File: config.mk
export PLATFORM = sky130hd
export DESIGN_NAME = lap_stopwatch
export DESIGN_NICKNAME = d
export VERILOG_FILES = /design/src/rtl/lap_stopwatch.sv
export SDC_FILE = /design/constraint.sdc
export NUM_CORES = 1
export LEC_CHECK = 0
export CAP_MARGIN = 20
export CORE_MARGIN = 5
export CORE_UTILIZATION = 35
export CTS_CLUSTER_SIZE = 24
export DETAILED_ROUTE_END_ITERATION = 8
export PLACE_DENSITY = 0.62
export SYNTH_ARGS = -nofsm -noshare
export SYNTH_HDL_FRONTEND = slang
export SYNTH_SLANG_ARGS = --single-unit
File: constraint.sdc
create_clock -name clk -period 14.5 [get_ports clk]
set_input_delay 4.35 -clock clk [delete_from_list [all_inputs] [get_ports clk]]
set_output_delay 4.35 -clock clk [all_outputs]
set_load 0.02 [all_outputs]
File: src/rtl/lap_stopwatch.sv
// lap_stopwatch: MM:SS.cc stopwatch with a circular lap buffer,
// recall browsing while paused, and six 7-segment digit codes.

module bcd2seven (
  input  logic [3:0] bcd,
  output logic [7:0] seg
);

  // active-high {dp,g,f,e,d,c,b,a}; non-decimal codes blank
  always_comb begin
    case (bcd)
      4'd0:    seg = 8'h3F;
      4'd1:    seg = 8'h06;
      4'd2:    seg = 8'h5B;
      4'd3:    seg = 8'h4F;
      4'd4:    seg = 8'h66;
      4'd5:    seg = 8'h6D;
      4'd6:    seg = 8'h7D;
      4'd7:    seg = 8'h07;
      4'd8:    seg = 8'h7F;
      4'd9:    seg = 8'h6F;
      default: seg = 8'h00;
    endcase
  end

endmodule

module lap_stopwatch #(
  parameter int TICK_DIV  = 10000,
  parameter int LAP_DEPTH = 4,
  parameter int MIN_MAX   = 100
) (
  input  logic                           clk,
  input  logic                           rst_n,
  input  logic                           mode,
  input  logic                           enter,
  input  logic                           esc,
  input  logic                           up,
  input  logic                           down,
  output logic [23:0]                    bcd,
  output logic [47:0]                    out,
  output logic                           norm,
  output logic                           running,
  output logic [$clog2(LAP_DEPTH+1)-1:0] lap_cnt,
  output logic                           ovf
);

  localparam int PW = (TICK_DIV > 1) ? $clog2(TICK_DIV) : 1;
  localparam int AW = (LAP_DEPTH > 1) ? $clog2(LAP_DEPTH) : 1;
  localparam int CW = $clog2(LAP_DEPTH + 1);

  localparam logic [PW-1:0] PRE_LAST = PW'(TICK_DIV - 1);
  localparam logic [AW-1:0] PTR_LAST = AW'(LAP_DEPTH - 1);
  localparam logic [CW-1:0] CNT_FULL = CW'(LAP_DEPTH);
  localparam logic [6:0]    MIN_LAST = 7'(MIN_MAX - 1);

  typedef enum logic [1:0] {
    IDLE,
    RUN,
    PAUSE,
    RECALL
  } state_t;

  state_t        state;
  logic          enter_q;
  logic          esc_q;
  logic          up_q;
  logic          down_q;
  logic          ev_enter;
  logic          ev_esc;
  logic          ev_up;
  logic          ev_down;
  logic          clr;
  logic [PW-1:0] pre_q;
  logic [6:0]    cs_q;
  logic [5:0]    sec_q;
  logic [6:0]    min_q;
  logic [19:0]   lap_mem [LAP_DEPTH];
  logic [AW-1:0] wptr_q;
  logic [AW-1:0] idx_q;
  logic [AW-1:0] rd_ptr;
  logic [19:0]   shown;

  function automatic logic [7:0] bcd2(input logic [6:0] v);
    return {4'(v / 7'd10), 4'(v % 7'd10)};
  endfunction

  // button history; tracks even when mode is low
  always_ff @(posedge clk or negedge rst_n) begin
    if (!rst_n) begin
      enter_q <= 1'b0;
      esc_q   <= 1'b0;
      up_q    <= 1'b0;
      down_q  <= 1'b0;
    end else begin
      enter_q <= enter;
      esc_q   <= esc;
      up_q    <= up;
      down_q  <= down;
    end
  end

  // rising-edge events, one per cycle, enter > esc > up > down
  always_comb begin
    ev_enter = enter & ~enter_q;
    ev_esc   = esc & ~esc_q & ~ev_enter;
    ev_up    = up & ~up_q & ~ev_enter & ~ev_esc;
    ev_down  = down & ~down_q & ~ev_enter & ~ev_esc & ~ev_up;
    clr      = ~mode | ((state == PAUSE) & ev_esc);
  end

  // idx 0 is the entry just behind the write pointer
  always_comb begin
    int t;
    t = int'(wptr_q) + LAP_DEPTH - 1 - int'(idx_q);
    if (t >= LAP_DEPTH) t = t - LAP_DEPTH;
    rd_ptr = AW'(t);
  end

  // shown value: live time or the browsed lap
  always_comb begin
    shown = norm ? {min_q, sec_q, cs_q} : lap_mem[rd_ptr];
    bcd   = {bcd2(shown[19:13]),
             bcd2({1'b0, shown[12:7]}),
             bcd2(shown[6:0])};
  end

  for (genvar g = 0; g < 6; g++) begin : g_seg
    bcd2seven u_seg (
      .bcd (bcd[4*g +: 4]),
      .seg (out[8*g +: 8])
    );
  end

  // control FSM, timebase, lap buffer and registered flags
  always_ff @(posedge clk or negedge rst_n) begin
    if (!rst_n) begin
      state   <= IDLE;
      pre_q   <= '0;
      cs_q    <= '0;
      sec_q   <= '0;
      min_q   <= '0;
      wptr_q  <= '0;
      idx_q   <= '0;
      lap_cnt <= '0;
      ovf     <= 1'b0;
      norm    <= 1'b1;
      running <= 1'b0;
      for (int i = 0; i < LAP_DEPTH; i++)
        lap_mem[i] <= '0;
    end else if (clr) begin
      state   <= IDLE;
      pre_q   <= '0;
      cs_q    <= '0;
      sec_q   <= '0;
      min_q   <= '0;
      wptr_q  <= '0;
      idx_q   <= '0;
      lap_cnt <= '0;
      ovf     <= 1'b0;
      norm    <= 1'b1;
      running <= 1'b0;
      for (int i = 0; i < LAP_DEPTH; i++)
        lap_mem[i] <= '0;
    end else begin
      if (state == RUN) begin
        if (pre_q == PRE_LAST) begin
          pre_q <= '0;
          if (cs_q == 7'd99) begin
            cs_q <= '0;
            if (sec_q == 6'd59) begin
              sec_q <= '0;
              if (min_q == MIN_LAST) begin
                min_q <= '0;
                ovf   <= 1'b1;
              end else begin
                min_q <= min_q + 7'd1;
              end
            end else begin
              sec_q <= sec_q + 6'd1;
            end
          end else begin
            cs_q <= cs_q + 7'd1;
          end
        end else begin
          pre_q <= pre_q + PW'(1);
        end
      end

      unique case (state)
        IDLE: begin
          if (ev_enter) begin
            state   <= RUN;
            running <= 1'b1;
          end
        end
        RUN: begin
          if (ev_enter) begin
            state   <= PAUSE;
            running <= 1'b0;
          end else if (ev_esc) begin
            lap_mem[wptr_q] <= {min_q, sec_q, cs_q};
            if (wptr_q == PTR_LAST) wptr_q <= '0;
            else wptr_q <= wptr_q + AW'(1);
            if (lap_cnt != CNT_FULL) lap_cnt <= lap_cnt + CW'(1);
          end
        end
        PAUSE: begin
          if (ev_enter) begin
            state   <= RUN;
            running <= 1'b1;
          end else if ((ev_up | ev_down) && lap_cnt != '0) begin
            state <= RECALL;
            idx_q <= '0;
            norm  <= 1'b0;
          end
        end
        RECALL: begin
          if (ev_enter | ev_esc) begin
            state <= PAUSE;
            norm  <= 1'b1;
          end else if (ev_up) begin
            if (CW'(idx_q) + CW'(1) < lap_cnt)
              idx_q <= idx_q + AW'(1);
          end else if (ev_down) begin
            if (idx_q != '0)
              idx_q <= idx_q - AW'(1);
          end
        end
        default: state <= IDLE;
      endcase
    end
  end

endmodule

### Yosys cells after proc, flatten, opt, wreduce, memory -nomap -nowiden

Memory sizes are Yosys's and may differ from the RTL's.
Index checks and enable logic that the tools add are counted.

| storage, ports and cells | value |
|---|---|
| memories | 6 |
| output and inout port bits | 78 |
| bits in latches | 0 |
| input bits | 7 |
| bits in read-only memories | 672 |
| logic and storage cells | 190 |
| flip-flop bits (word level) | 130 |
| bits in writable memories | 0 |

| cells by class | value |
|---|---|
| multiplexer cells | 71 |
| shifts and indexed selects | 0 |
| div/mod/pow operators | 6 |
| $add $sub $neg | 13 |
| bitwise gates (word level) | 24 |
| reductions and logical operators | 25 |
| magnitude comparators | 5 |
| eq/ne operators | 21 |
| multiply operators | 0 |

Memories:

| memory | depth | bits a word | read ports | clocked after Yosys merged registers in | wr ports | RTL line | source |
|---|---|---|---|---|---|---|---|
| (no name shown) | 16 | 7 | 1 | 0 | 0 | 11 | `case (bcd)` |
| (no name shown) | 16 | 7 | 1 | 0 | 0 | 11 |  |
| (no name shown) | 16 | 7 | 1 | 0 | 0 | 11 |  |
| (no name shown) | 16 | 7 | 1 | 0 | 0 | 11 |  |
| (no name shown) | 16 | 7 | 1 | 0 | 0 | 11 |  |
| (no name shown) | 16 | 7 | 1 | 0 | 0 | 11 |  |

Operators with widths:

| cell | count |
|---|---|
| $mux W80 | 4 |
| $bwmux W80 | 1 |
| $mux W20 | 4 |
| $mux W7 | 10 |
| $mux W14 | 3 |
| $bmux W20 S2 | 1 |
| $demux W20 S2 | 1 |
| $mux W2 | 20 |
| $mux W6 | 5 |
| $ne A3 B3 Y1 const B | 6 |
| $reduce_and A4 Y1 | 4 |
| $reduce_bool A2 Y1 | 8 |
| $mux W3 | 5 |
| $add A14 B1 Y14 const B | 1 |
| $add A7 B1 Y7 const B | 2 |
| $div A7 B4 Y7 const B | 2 |
| $eq A14 B14 Y1 const B | 1 |
| $eq A7 B7 Y1 const B | 2 |
| $mod A7 B4 Y7 const B | 2 |
| $mux W1 | 13 |
| $ne A4 B4 Y1 const B | 3 |
| $and A1 B1 Y1 | 11 |
| $reduce_and A3 Y1 | 3 |
| $reduce_bool A3 Y1 | 3 |
| 33 further kinds | 50 |

### Depth between registers and ports, before layout

| logic depth | value |
|---|---|
| depth in word-level cells | 14 |
| gate-level depth with buffers | 32 |
| depth with buffers taken out | 28 |

### Hierarchy

A second synthesis with hierarchy kept.

| unflattened totals | value |
|---|---|
| cells, all modules | 989 |
| area, all modules | 9092.5 um2 |

Modules (own cells, without submodules):

| module | times used | area an instance (um2) | cells an instance | seq. area each (um2) |
|---|---|---|---|---|
| lap_stopwatch | 1 | 7693.6 | 791 | 3254.4 |
| bcd2seven at g_seg[0].u_seg ... | 4 | 229.0 | 32 | 0.0 |
| bcd2seven at g_seg[2].u_seg ... | 2 | 241.5 | 35 | 0.0 |

### Worst setup path after synthesis

No wires, ideal clock.

| timing path | value |
|---|---|
| path type | register to output |
| from | register wptr_q[0] |
| to | output port out[9] |
| path buffers | 4 |
| slack | 3.556 ns |
| arrival time | 6.594 ns |
| data required time | 10.150 ns |
| cell stages (with the launch flop) | 31 |
| path through | dfrtp_1 > inv_1 > ha_1 > xnor3_2 > buf_6 > mux4_2 > a21oi_2 > nand3_1 > o21a_1 > ha_1 > a211oi_2 > o41ai_1 > o2bb2ai_1 > or3_1 > and2_0 > buf_2 > ha_1 > inv_1 > o31ai_1 > a21bo_2 > buf_2 > xnor2_1 > ha_1 > nor2b_1 > a221oi_1 > o31a_1 > and3_1 > buf_6 > inv_1 > ha_1 > o21ai_0 |

| between the ends | value |
|---|---|
| word-level cells in the longest chain between the ends | 12 |
| elaborated cells between the ends (all ways) | 13 |
| classes of those cells | 4 x add/sub; 1 x div; 1 x order compare; 5 x mux; 1 x bitwise; 1 x memory |

RTL lines:

| item | RTL line | source |
|---|---|---|
| start: declaration | 79 | `logic [AW-1:0] wptr_q;` |
| start signal: assignment | 204 | `else wptr_q <= wptr_q + AW'(1);` |
| $add A2 B3 Y4 (*) | 115 | `t = int'(wptr_q) + LAP_DEPTH - 1 - int'(idx_q);` |
| $sub A4 B1 Y5 (*) | 115 |  |
| $sub A5 B3 Y6 (*) | 115 |  |
| $ge A6 B4 Y1 or $sub A2 B1 Y2 (tied branches) | 116 | `if (t >= LAP_DEPTH) t = t - LAP_DEPTH;` |
| $mux W2 (*) | 116 |  |
| $not A2 Y3 (not written as such) (*) | 122 | `shown = norm ? {min_q, sec_q, cs_q} : lap_mem[rd_ptr];` |
| $bmux W20 S2 (*) | 122 |  |
| $mux W20 (not written as such) (*) (2 in series) | 122 |  |
| $mux W20 (*) | 122 |  |
| $div A7 B4 Y7 (*) | 85 | `return {4'(v / 7'd10), 4'(v % 7'd10)};` |
| net bcd[5] | 40 | `output logic [23:0] bcd,` |
| $mem_v2 Z16 W7 (*) | n/a |  |
| end: declaration | 41 | `output logic [47:0] out,` |

The timed path passes the listed nets; every way through them passes the cells marked *. The select of a mux whose other input is x is not followed.

### Final worst setup path

| timing path | value |
|---|---|
| from | register wptr_q[0] |
| to | output port out[3] |

| between the ends | value |
|---|---|
| word-level cells in the longest chain between the ends | 12 |
| elaborated cells between the ends (all ways) | 13 |
| classes of those cells | 4 x add/sub; 1 x div; 1 x order compare; 5 x mux; 1 x bitwise; 1 x memory |

RTL lines:

| item | RTL line |
|---|---|
| $add A2 B3 Y4 (*) | 115 |
| $sub A4 B1 Y5 (*) | 115 |
| $sub A5 B3 Y6 (*) | 115 |
| $ge A6 B4 Y1 or $sub A2 B1 Y2 (tied branches) | 116 |
| $mux W2 (*) | 116 |
| $not A2 Y3 (not written as such) (*) | 122 |
| $bmux W20 S2 (*) | 122 |
| $mux W20 (not written as such) (*) (2 in series) | 122 |
| $mux W20 (*) | 122 |
| $mod A7 B4 Y7 (*) | 85 |
| $mem_v2 Z16 W7 (*) | n/a |

Mark *: on every way between the ends. The rest lies on a longest branch, timed or not. The select of a mux whose other input is x is not followed.

==> run_results.csv <==
group,metric,value,unit
clocking,insertion_delay,420,ps
global_route,met2_usage,24.6,%
synthesis,async_flop_share,100,%
synthesis,ys.flop_type,"dfrtp_1",
finish,area_delta_synth_final,17.0,%
flow_run,cap_violations,0,
placement,placement.cell_area,9930,um^2
sta,period_share,88.6,%
outcome,status,"finished clean",
sta,rsz0062_at_grt,"no",
clocking,cts_root_buf,"clkbuf_16",
clocking,post-cts-setup-buffers,0,
clocking,cts_hold_buf,0,
sta,timing.setup.tns,0,ps
floorplan,die_h,170,um
finish,insertedDiodeCount,0,
setup_path,path_delay_family,"compound AO/OA/AOI/OAI gates",
setup_path,cp_common_cell,"ha_1",
setup_path,cp.arrival,8490,ps
sta,hold_slack,497,ps
synthesis,yosys_warnings,0,
sta,worst_pin_slew,1130,ps
finish,final_util,41.7,%
floorplan,ios,85,
clocking,cts_tree,"yes",
finish,nets,1069,
drt,dr.first_iter.drc_count,597,
drt,postRouteAntennaNets,0,
sta,maxSlewViolCount,0,
drt,vias_per_cell,5.55,
sta,setup_viol,0,
sta,post-route-min-period,12840,ps
setup_path,crit_path_max_incr_delay,880,ps
sta,max_freq,77.9,MHz
floorplan,initial_core_util,35.6,%
floorplan,die_w,170,um
setup_path,worstSetupPathType,"reg -> out",
global_route,antenna_found_initial,0,
pwr,leakagePower,4.61,nW
placement,globalplace.congestion,0.814,
global_route,grtUsageTotal,15.2,%
setup_path,setup.worst_path.start_class,"flip-flop",
setup_path,crit_required,10150,ps
clocking,ctsResizeCount,0,
setup_path,critPathSlowestCell,"xnor3_2",
setup_path,critPathMaxFanout,24,
synthesis,synth_edf_count,0,
finish,drive_above_1_share,8.27,%
synthesis,ys_seq_area_share,36.3,%
setup_path,r2r_start,"state[0]",
global_route,grt_overflow,0,
finish,nFillCells,2429,
clocking,clock_path_buffers,2,
synthesis,synth.distinct_cells,83,
synthesis,netlist_area,8970,um^2
finish,final_area,10500,um^2
worst_hold_path,min_path_type,"reg -> reg",
pwr,powerDensity,156,nW/um^2
global_route,globalRouteMet1Util,21.0,%
clocking,cts.clk_slew.worst_paths,50,ps
setup_path,crit_path_start,"wptr_q[0]",
floorplan,die-area,28900,um^2
sta,skew,9.90,ps
drt,drc,0,
drt,post_drt_wl_per_cell,16.1,um
clocking,clock-sinks,130,
global_route,top_usage_layer,"met2",
global_route,met3_usage,3.04,%
placement,hpwlAfterDp,14400,um
synthesis,syn_avg_cell_area,9.35,um^2
setup_path,critPathBufInv,4,
drt,first_pass_iters,6,
clocking,cts_made_buffers,17,
sta,finalHoldViolCount,0,
floorplan,rows,58,
floorplan,core,25200,um^2
sta,max_slew_margin,24.4,%
synthesis,yosys_register_bits,130,
drt,wl,21700,um
global_route,grt_pass1_wl,36600,um
synthesis,netlist_instances,959,
global_route,grt_pass1_vias,7184,
global_route,grt_max_degree,67,
placement,port_buffers,77,
drt,vias,7476,
setup_path,cp-end-kind,"primary output",
clocking,ctsHtreeMaxLevel,4,
pwr,peakVddDrop,0.129,mV
worst_hold_path,min_from,"lap_mem[62]",
[per-stage QoR]
stage	std cells	power (mW)	worst slack, ps
4_1_cts	1346	1.65	1640
3_5_place_dp	1315	1.24	2120
6_report	1346	1.64	1660
5_1_grt	1346	1.74	942
3_3_place_gp	1315	1.24	2350
2_1_floorplan	965	0.987	3560
[layout by cell type (no fill, tap or decap), types with 15 or more instances in the layout]
cell	count
nand2_1	89
clkbuf_16	17
o21ai_0	72
clkdlybuf4s50_1	76
nor2_1	55
ha_1	58
and3_1	18
a21oi_1	43
mux2i_1	26
o31ai_1	16
a22o_1	80
inv_1	57
mux4_2	15
nor2b_1	15
nand3_1	21
dfrtp_1	129
[cell usage after synthesis, types with 5 or more instances]
cell,count,area share (%)
mux2i_1,26,2.9
o21a_1,6,0.50
mux2_2,11,1.4
nand2b_1,13,0.91
nand4_1,5,0.35
inv_1,57,2.4
xnor2_1,12,1.2
or3_1,5,0.35
o21ai_0,76,4.2
a21oi_1,43,2.4
o21bai_1,5,0.42
and3_1,18,1.3
o41ai_1,5,0.49
buf_2,9,0.50
nor3_1,11,0.61
nor2b_1,15,1.0
dfrtp_1,129,36
clkbuf_1,43,1.8
nand3_1,21,1.2
a21o_1,8,0.67
nand3b_1,5,0.42
o22ai_1,12,0.84
a31oi_1,5,0.35
a22o_1,80,7.8
nor2_1,55,2.3
nand2_1,89,3.7
o31ai_1,16,1.3
and2_1,7,0.49
mux4_2,15,3.8
buf_4,8,0.67
ha_1,58,8.1
[per-layer routing]
metal | wire length (um) | up-vias
met2 | 10200 | 175
met4 | 175 | 0
met1 | 10300 | 3697
li1 | - | 3593
met5 | 0 | -
met3 | 948 | 11
[power by group]
part           switching, mW  internal, mW
clock                  0.148         0.257
combinational          0.439         0.345
sequential            0.0481         0.400
total                  0.636          1.00
[cell families (layout without fill, tap and decap cells)]
group	after synthesis	after routing	synth area share (%)
AO/OA/AOI/OAI	312	312	24.7
XOR/XNOR	17	17	1.83
adder cells (fa/ha/maj)	59	59	8.20
buffers and inverters	124	175	5.90
flip-flops	130	130	36.3
multiplexers	56	56	8.93
other	1	7	0.0418
AND/OR/NAND/NOR	260	260	14.1
[layout make-up]
| class | count | area, um^2 | share of cell area (%) |
|---|---|---|---|
| timing repair buffer | 86 | 836 | 7.97 |
| clock buffer | 27 | 513 | 4.89 |
| sequential | 130 | 3250 | 31.0 |
| clock inverter | 4 | 47.5 | 0.453 |
| inverter | 58 | 218 | 2.08 |
| tap | 330 | 413 | 3.94 |
| multi-input combinational | 711 | 5210 | 49.6 |
[final timing paths]
check / to / slack (ps) / cells after the start
max: out[3] / 1660 / 29
min: lap_mem[62] / 500 / 1
max reg2reg: lap_mem[27] / 11030 / 5
min reg2reg: lap_mem[62] / 500 / 1
max in group asynchronous: lap_mem[71] / 9140 / 2
min in group asynchronous: pre_q[5] / 4040 / 1
[sequential cells by signal, summed over array words and instances (netlist names)]
register / cells
pre_q: 14
min_q: 7
lap_mem: 80
up_q: 1
down_q: 1
enter_q: 1
lap_cnt: 3
esc_q: 1
running: 1
norm: 1
idx_q: 2
state: 2
wptr_q: 2
sec_q: 6
cs_q: 7
ovf: 1
Note: power is estimated with default switching activity, not from simulation.
